===== config.mk =====
export PLATFORM = sky130hd
export DESIGN_NAME = dmem_wb_arbiter
export DESIGN_NICKNAME = d
export VERILOG_FILES = /design/src/rtl/dmem_wb_arbiter.sv
export SDC_FILE = /design/constraint.sdc
export NUM_CORES = 1
export LEC_CHECK = 0
export CAP_MARGIN = 5
export CORE_AREA = 2 2 123 125
export DETAILED_ROUTE_END_ITERATION = 10
export DIE_AREA = 0 0 125 127
export PLACE_DENSITY = 0.68
export REMOVE_ABC_BUFFERS = 1
export SYNTH_ARGS = -nofsm -noshare
export SYNTH_HDL_FRONTEND = slang
export SYNTH_SLANG_ARGS = --single-unit

===== constraint.sdc =====
create_clock -name clk -period 2 [get_ports clk]
set_clock_uncertainty 0.1 [all_clocks]
set_input_delay 0.4 -clock clk [delete_from_list [all_inputs] [get_ports clk]]
set_output_delay 0.4 -clock clk [all_outputs]
set_load 0.05 [all_outputs]

===== src/rtl/dmem_wb_arbiter.sv =====
// dmem_wb_arbiter
//   Two-master Wishbone arbiter/sequencer in front of the single-port data
//   memory. Master 0 is the core LSU, master 1 is the JTAG debug/DMA port.
//   The memory acks in the strobe cycle and returns read data one cycle
//   later; each access is sequenced IDLE -> ACCESS -> RESP so that the
//   master's ack lines up with that late read data.
//
// Ports
//   clk, reset_n        clock (rising edge), asynchronous active-low reset
//   mN_cyc_i/stb_i      master N request (N = 0,1)
//   mN_adr_i/we_i/sel_i/dat_i  master N byte address, write enable, lanes, write data
//   mN_dat_o/ack_o      master N read data (valid with ack) and one-cycle ack
//   s_cyc_o/stb_o/adr_o/we_o/sel_o/dat_o  memory request, driven from latches
//   s_dat_i/s_ack_i     memory read data (cycle after ack) and ack
//   gnt_o               one-hot current owner, 00 when idle
//   busy_o              high in any state other than IDLE
module dmem_wb_arbiter #(
  parameter int unsigned AW      = 32,
  parameter int unsigned DW      = 32,
  parameter int unsigned RR_MODE = 1
) (
  input  logic              clk,
  input  logic              reset_n,
  input  logic              m0_cyc_i,
  input  logic              m0_stb_i,
  input  logic [AW-1:0]     m0_adr_i,
  input  logic              m0_we_i,
  input  logic [DW/8-1:0]   m0_sel_i,
  input  logic [DW-1:0]     m0_dat_i,
  output logic [DW-1:0]     m0_dat_o,
  output logic              m0_ack_o,
  input  logic              m1_cyc_i,
  input  logic              m1_stb_i,
  input  logic [AW-1:0]     m1_adr_i,
  input  logic              m1_we_i,
  input  logic [DW/8-1:0]   m1_sel_i,
  input  logic [DW-1:0]     m1_dat_i,
  output logic [DW-1:0]     m1_dat_o,
  output logic              m1_ack_o,
  output logic              s_cyc_o,
  output logic              s_stb_o,
  output logic [AW-1:0]     s_adr_o,
  output logic              s_we_o,
  output logic [DW/8-1:0]   s_sel_o,
  output logic [DW-1:0]     s_dat_o,
  input  logic [DW-1:0]     s_dat_i,
  input  logic              s_ack_i,
  output logic [1:0]        gnt_o,
  output logic              busy_o
);

  typedef enum logic [1:0] {
    IDLE   = 2'd0,
    ACCESS = 2'd1,
    RESP   = 2'd2
  } state_t;

  state_t     state;
  logic       last_gnt;   // index of the most recent owner
  logic [1:0] gnt;
  logic       req0;
  logic       req1;
  logic       win;        // index of the master that wins in IDLE
  logic       in_resp;

  always_comb begin
    req0 = m0_cyc_i & m0_stb_i;
    req1 = m1_cyc_i & m1_stb_i;
    if (req0 && req1) begin
      if (RR_MODE != 0) win = ~last_gnt;
      else              win = 1'b0;
    end else begin
      win = req1;
    end
  end

  // The memory-side outputs are the latches themselves, so nothing a master
  // does after winning can reach the memory until the next IDLE.
  always_ff @(posedge clk or negedge reset_n) begin
    if (!reset_n) begin
      state    <= IDLE;
      last_gnt <= 1'b1;
      gnt      <= '0;
      s_cyc_o  <= 1'b0;
      s_stb_o  <= 1'b0;
      s_adr_o  <= '0;
      s_we_o   <= 1'b0;
      s_sel_o  <= '0;
      s_dat_o  <= '0;
    end else begin
      case (state)
        IDLE: begin
          if (req0 || req1) begin
            gnt     <= win ? 2'b10 : 2'b01;
            s_adr_o <= win ? m1_adr_i : m0_adr_i;
            s_we_o  <= win ? m1_we_i  : m0_we_i;
            s_sel_o <= win ? m1_sel_i : m0_sel_i;
            s_dat_o <= win ? m1_dat_i : m0_dat_i;
            s_cyc_o <= 1'b1;
            s_stb_o <= 1'b1;
            state   <= ACCESS;
          end
        end
        ACCESS: begin
          if (s_ack_i) begin
            s_cyc_o <= 1'b0;
            s_stb_o <= 1'b0;
            state   <= RESP;
          end
        end
        RESP: begin
          last_gnt <= gnt[1];
          gnt      <= '0;
          state    <= IDLE;
        end
        default: begin
          gnt     <= '0;
          s_cyc_o <= 1'b0;
          s_stb_o <= 1'b0;
          state   <= IDLE;
        end
      endcase
    end
  end

  // Read data arrives from the memory during RESP, so the master-side data
  // is steered combinationally from s_dat_i; the ack is withheld from a
  // master that has dropped cyc, though its memory access has happened.
  always_comb begin
    in_resp  = (state == RESP);
    m0_ack_o = in_resp & gnt[0] & m0_cyc_i;
    m1_ack_o = in_resp & gnt[1] & m1_cyc_i;
    m0_dat_o = (in_resp && gnt[0]) ? s_dat_i : '0;
    m1_dat_o = (in_resp && gnt[1]) ? s_dat_i : '0;
    gnt_o    = gnt;
    busy_o   = (state != IDLE);
  end

endmodule


==> metrics.cfg, run 1 <==
[timing]
worst_pin_slew_ns = 0.526
layout_setup_ws_ns = -0.0330
rsz0062_at_grt = true
period_share = 1.02
final.min_clock_period_ns = 2.03
setup_viol = 65
max_freq_mhz = 492
slew_viol_final = 0
hold_viol = 0
max-slew-margin-rel = 0.649

[pwr]
ir_worst_vdd_mv = 0.879
power_density_mw_per_mm2 = 1340
p_leak_nw = 3.70

[synthesis]
synth.area.top_cells = dfrtp_1 (48%), a221o_1 (18%), a21boi_0 (13%)
yosysUniqueCellTypes = 23
avgSynthCellArea_sq_um = 11.4
netlist_instances = 338
ys_seq_elements = 75
ys_seq_area_frac = 0.488
yosysTopAreaCellShare = 0.481
netlist_area_sq_mm = 0.00385
yosysTopAreaCell = dfrtp_1
ys_warn_count = 0

[routing]
drc = 0
wirelength_um = 16700
first_iter_violations = 158
ant_nets = 0
viasPerCell = 4.98
vias = 4209
wl_per_cell_um = 19.7
first_pass_iters = 4

[floorplan]
core_sq_mm = 0.0144
die_x_um = 125
dieArea_sq_mm = 0.0159
initial_core_util = 0.267
ios = 317
dieHeight_um = 127
rows = 44

[min_path]
min_path_cells = 1
holdPathEnd = gnt_o[1]$_DFFE_PN0P_
min-delay-start = gnt_o[1]$_DFFE_PN0P_
hp-class = flip-flop to flip-flop

[place]
gp_congestion = 0.872
dp_hpwl_um = 11900
postPlaceCellArea_sq_mm = 0.00774
port_buffers = 316
dp_slack_ns = -0.126

[layout]
drive_gt1_frac = 0.379
post-route-cell-area_sq_mm = 0.00846
final_core_util = 0.586
final_net_count = 832
fill_cells = 1188
area_growth_pct = 120

[clock_network]
cts_num_sinks = 75
cts_buffer_depth = 2
numCtsBuffers = 9
cts_tree = built
clk_pin_slew_worst_paths_ns = 0.06
worstSkewPairLatency_ns = 0.32
cts.htree.levels = 3
cts_root_buf = clkbuf_16

[setup_path]
worstSetupStartpointType = flip-flop
r2r-start = state[1]$_DFFE_PN0P_
worst_ep_arrival_time_ns = 1.53
reg2reg_slack_ns = 0.03
crit_required_ns = 1.50
crit_path_max_fanout = 17
reg2reg_to = s_dat_o[17]$_DFFE_PN0P_
critPathKind = flip-flop to primary output
startpoint = state[1]$_DFFE_PN0P_
rr_worst_depth = 8
crit_path_end_kind = primary output

[global_routing]
grt_pass1_vias = 4378
grt_pass1_wl_um = 24100
grt_max_degree = 71
track_usage = 0.192
overflow = 0
antenna_found_initial = 1

[outcome]
violations = setup timing
status = finished with violations

[flow_run]
max_cap_viol_count = 0

[worst max-delay path, stage by stage, from the launching register on]
cell	delay (ns)
dfrtp_2	0.41
buf_4	0.14
and3_4	0.19
buf_12	0.15
and2_4	0.16
buf_12	0.14
[worst max-delay path by stage]
| stage | end | slack, ns | cells past startpoint |
|---|---|---|---|
| global route | m0_ack_o | -0.07 | 5 |
| detailed placement | s_dat_o[9]$_DFFE_PN0P_ | -0.13 | 5 |
| global placement | s_adr_o[0]$_DFFE_PN0P_ | -0.1 | 5 |
| finish | m1_dat_o[7] | -0.03 | 5 |
| CTS | m0_dat_o[25] | -0.06 | 5 |
| floorplan | s_adr_o[0]$_DFFE_PN0P_ | -1.48 | 4 |
[synthesized netlist by cell type (all sizes together)]
cell	count
a211oi	1
a21boi	69
a21o	2
a21oi	2
a221o	69
a22o	1
a311oi	1
and2	66
and3	3
buf	9
clkbuf	28
dfrtp	74
dfstp	1
inv	3
nand2	2
nand2b	1
nor2	3
o2111a	1
o21ai	2
[final cells by class]
cell class                 instances  area (sq um)  area share
antenna                            1          2.50    0.000296
clock buffer                      13           280      0.0331
clock inverter                     3          43.8     0.00518
inverter                           3          11.3     0.00133
multi-input combinational        223          1940       0.229
sequential                        75          1880       0.222
tap                              184           230      0.0272
timing repair buffer             343          4070       0.481
[cell usage in the layout (no fill, tap or decap), types with 2 or more instances in the layout]
master	Yosys	final
clkbuf_16	0	11
nand2_1	2	2
a21boi_0	69	69
and3_4	0	2
a21o_1	2	2
dfrtp_2	0	2
buf_4	1	77
clkdlybuf4s50_1	0	175
dlymetal6s2s_1	0	6
buf_16	0	2
and2_4	0	66
clkbuf_8	0	4
a221o_1	69	69
nor2_1	2	2
o21ai_0	2	2
a21oi_1	2	2
dlygate4sd2_1	0	4
inv_2	2	2
buf_12	0	75
dfrtp_1	74	72
[routing by layer]
layer | global-route usage | part of all wire | up-vias
met2 | 0.348 | 0.51 | 218
met3 | 0.0436 | 0.064 | 22
met1 | 0.225 | 0.40 | 2048
met5 | 0 | 0 | -
met4 | 0.0647 | 0.023 | 0
li1 | - | - | 1921
[registers in the layout (all words and copies together), names as in the netlist]
| signal | count |
|---|---|
| state | 2 |
| last_gnt | 1 |
| s_sel_o | 4 |
| s_stb_o | 1 |
| s_we_o | 1 |
| s_adr_o | 32 |
| gnt_o | 2 |
| s_dat_o | 32 |
[stage by stage]
| step | hold slack (ns) | setup TNS, ns | power [mW] | instances |
|---|---|---|---|---|
| final | 0.410 | -1.24 | 11.3 | 845 |
| after global routing | 0.434 | -4.99 | 11.9 | 845 |
| after CTS | 0.413 | -2.63 | 11.2 | 837 |
| after detailed placement | 0.286 | -6.67 | 9.39 | 814 |
| after global placement | 0.285 | -5.49 | 9.27 | 814 |
| after floorplan | 0.00441 | -116.43 | 6.78 | 301 |
[what timing repair did]
| item | in CTS | in global routing |
|---|---|---|
| gates resized for setup | 48 | 43 |
| hold endpoints to repair | 33 | 0 |
| buffers inserted | 4 | 4 |
| setup endpoints to repair | 70 | 124 |
| cloned | 2 | 3 |
| hold buffers | 1 | 0 |
| pin swaps | 9 | 25 |
[kinds of logic (layout without fill, tap and decap cells)]
family / Yosys count / after routing / share of synthesized area
flip-flops: 75 / 75 / 0.488
other: 0 / 1 / 0
buffers and inverters: 40 / 362 / 0.0540
AO/OA/AOI/OAI: 148 / 148 / 0.337
AND/OR/NAND/NOR: 75 / 75 / 0.121
[where the power goes]
group | internal (mW) | switching [mW]
logic | 2.65 | 4.31
registers | 2.24 | 0.421
clock network | 1.10 | 0.623
total | 5.99 | 5.35
Note: power is estimated with default switching activity, not from simulation.
==> run 2, diff against run 1 <==
CTS_CLUSTER_DIAMETER = 150   (was not set)
==> results of run 2 <==
Final layout, timing and power as in run 1 (identical DEF).
==> RTL change, RTL diff (config.mk and constraints of run 2) <==
The 3 states of `state_t` get a one-hot encoding in 3 bits.
--- a/src/rtl/dmem_wb_arbiter.sv
+++ b/src/rtl/dmem_wb_arbiter.sv
@@ -49,10 +49,10 @@
   output logic              busy_o
 );
 
-  typedef enum logic [1:0] {
-    IDLE   = 2'd0,
-    ACCESS = 2'd1,
-    RESP   = 2'd2
+  typedef enum logic [2:0] {
+    IDLE   = 3'b001,
+    ACCESS = 3'b010,
+    RESP   = 3'b100
   } state_t;
 
   state_t     state;
Formal check against the unedited RTL: same outputs for any inputs over 10 cycles, from zero or initial values and one cycle with reset_n low; not proved beyond that.
==> RTL change against run 2 <==
The flow still finishes with violations (negative setup slack); maximum frequency down 8.5%; total power up 7.0%; sequential cell count up 1; routed wire length up 21%; final area up 9.1%; global-route usage up 5.1 points; worst setup slack worse by 190 ps; synthesized area up 15%; critical endpoint is now m1_dat_o[11].
==> RTL change: results (changes against run 2) <==
- Logic pwr share: 0.631 (+0.018)
- Post-Route WL: 20220 um (+21%)
- Critical hold path startpoint: state[2]$_DFFE_PN0P_
- Synth Area per Inst: 9.973 um^2 (-12%)
- Tightest Pin Transition: 491.0 ps (-35.34 ps)
- Vias in the first global route: 5533 (+26%)
- Worst r2r dst: s_adr_o[2]$_DFFE_PN0P_
- Vias: 5324 (+26%)
- Hold EP: state[1]$_DFFE_PN0P_
- Setup violations, final: 67 (+3.1%)
- First-pass DRT Iterations: 5 (+1)
- Slack of the critical path: -221.3 ps (-188.3 ps)
- Post-DP HPWL: 14450 um (+22%)
- Worst r2r path cells: 5 (-3)
- Placed inst area: 0.008504 mm^2 (+9.8%)
- Switch share: 0.4849 (+0.01291)
- Aggregate negative setup slack: -12050 ps (-10800 ps)
- # clk buffers: 10 (-3)
- RePlAce Congestion: 0.8391 (-3.8%)
- Min Hold Slack: 408.1 ps (-1.942 ps)
- Clock Power: 1.64 mW (-5%)
- Non-clock buffering overhead: 0.4600 (-0.02109)
- Clk sinks: 76 (+1.3%)
- Number of non-clock buffers in the layout: 357 (+4.1%)
- LEAKAGE: 3.618 nW (-2.2%)
- ClkCell Share: 0.03189 (-0.006439)
- Multi-In Gates: 301 (+35%)
- Pre-CTS setup slack: -84.17 ps (+41.82 ps)
- Register area share after synthesis: 0.4301 (-0.05807)
- First-pass GRT wire length: 30940 um (+28%)
- FF-to-FF setup slack: 60 ps (+30 ps)
- Critical-path top delay cell: dfstp_2
- Fraction of layout instances using a drive strength above 1: 0.3640 (-0.01479)
- Fillers: 1107 (-6.8%)
- Critical path startpoint: state[0]$_DFFE_PN1P_
- Area Overhead vs Synth: 108.3%
- Clk pwr share: 0.135 (-0.017)
- Pin count of the biggest net entering global routing: 56 (-21%)
- Crit path arrival time: 1720 ps (+190 ps)
- End point of the critical path: m1_dat_o[11]
- GRT Total Usage: 0.2437 (+0.05146)
- Status: finished with violations
- Synth cell count leaders: dfrtp_1, o21ai_0, a311oi_1
- Seq/total area: 0.2066 (-0.01575)
- Worst skew pair latency: 340 ps (+20 ps)
- VDD IR-drop max: 0.0008180 V (-6.9%)
- Synth top area cells: dfrtp_1, a311oi_1, a2bb2oi_1, and3_1, o21ai_0
- Final nets: 922 (+11%)
- Initial drt markers: 297 (+88%)
- Fraction of area in multi-input gates: 0.2763 (+0.04690)
- Vias/cell: 5.694 (+14%)
- Failing checks: negative setup slack
- Crit-path max cell delay: 380 ps (-30 ps)
RTL change: cell types whose count changed in the layout (fill, tap and decap cells not counted), sizes merged, moves of 4 or more:
cell          delta
a2bb2oi         +69
o21ai           +69
a21boi          -68
a221o           -68
a311oi          +68
and2            -65
and3            +64
buf             +21
dlymetal6s2s     -6
clkbuf           -4
RTL change: worst max-delay path: cells and delay by family, from the launching register on:
family	cells	cell delay, ps
simple gates	2	440
buf+inv	4	560
flops	1	380
RTL change: metal layers:
metal / global-route usage / wire, um / share of wire / up-vias
met5: 0 / 0 / 0 / -
li1: - / - / - / 2394
met4: 0.07124 / 360 / 0.018 / 0
met3: 0.04941 / 1431 / 0.071 / 23
met2: 0.4434 / 10510 / 0.52 / 288
met1: 0.2920 / 7926 / 0.39 / 2619
RTL change: cell families after synthesis:
kind of cell,Yosys count,synth area share
DFF,76,0.4301
and+or+nand+nor,84,0.1224
AOI/OAI and AO/OA,216,0.3803
buffers and inverters,67,0.06471
muxes,1,0.002543
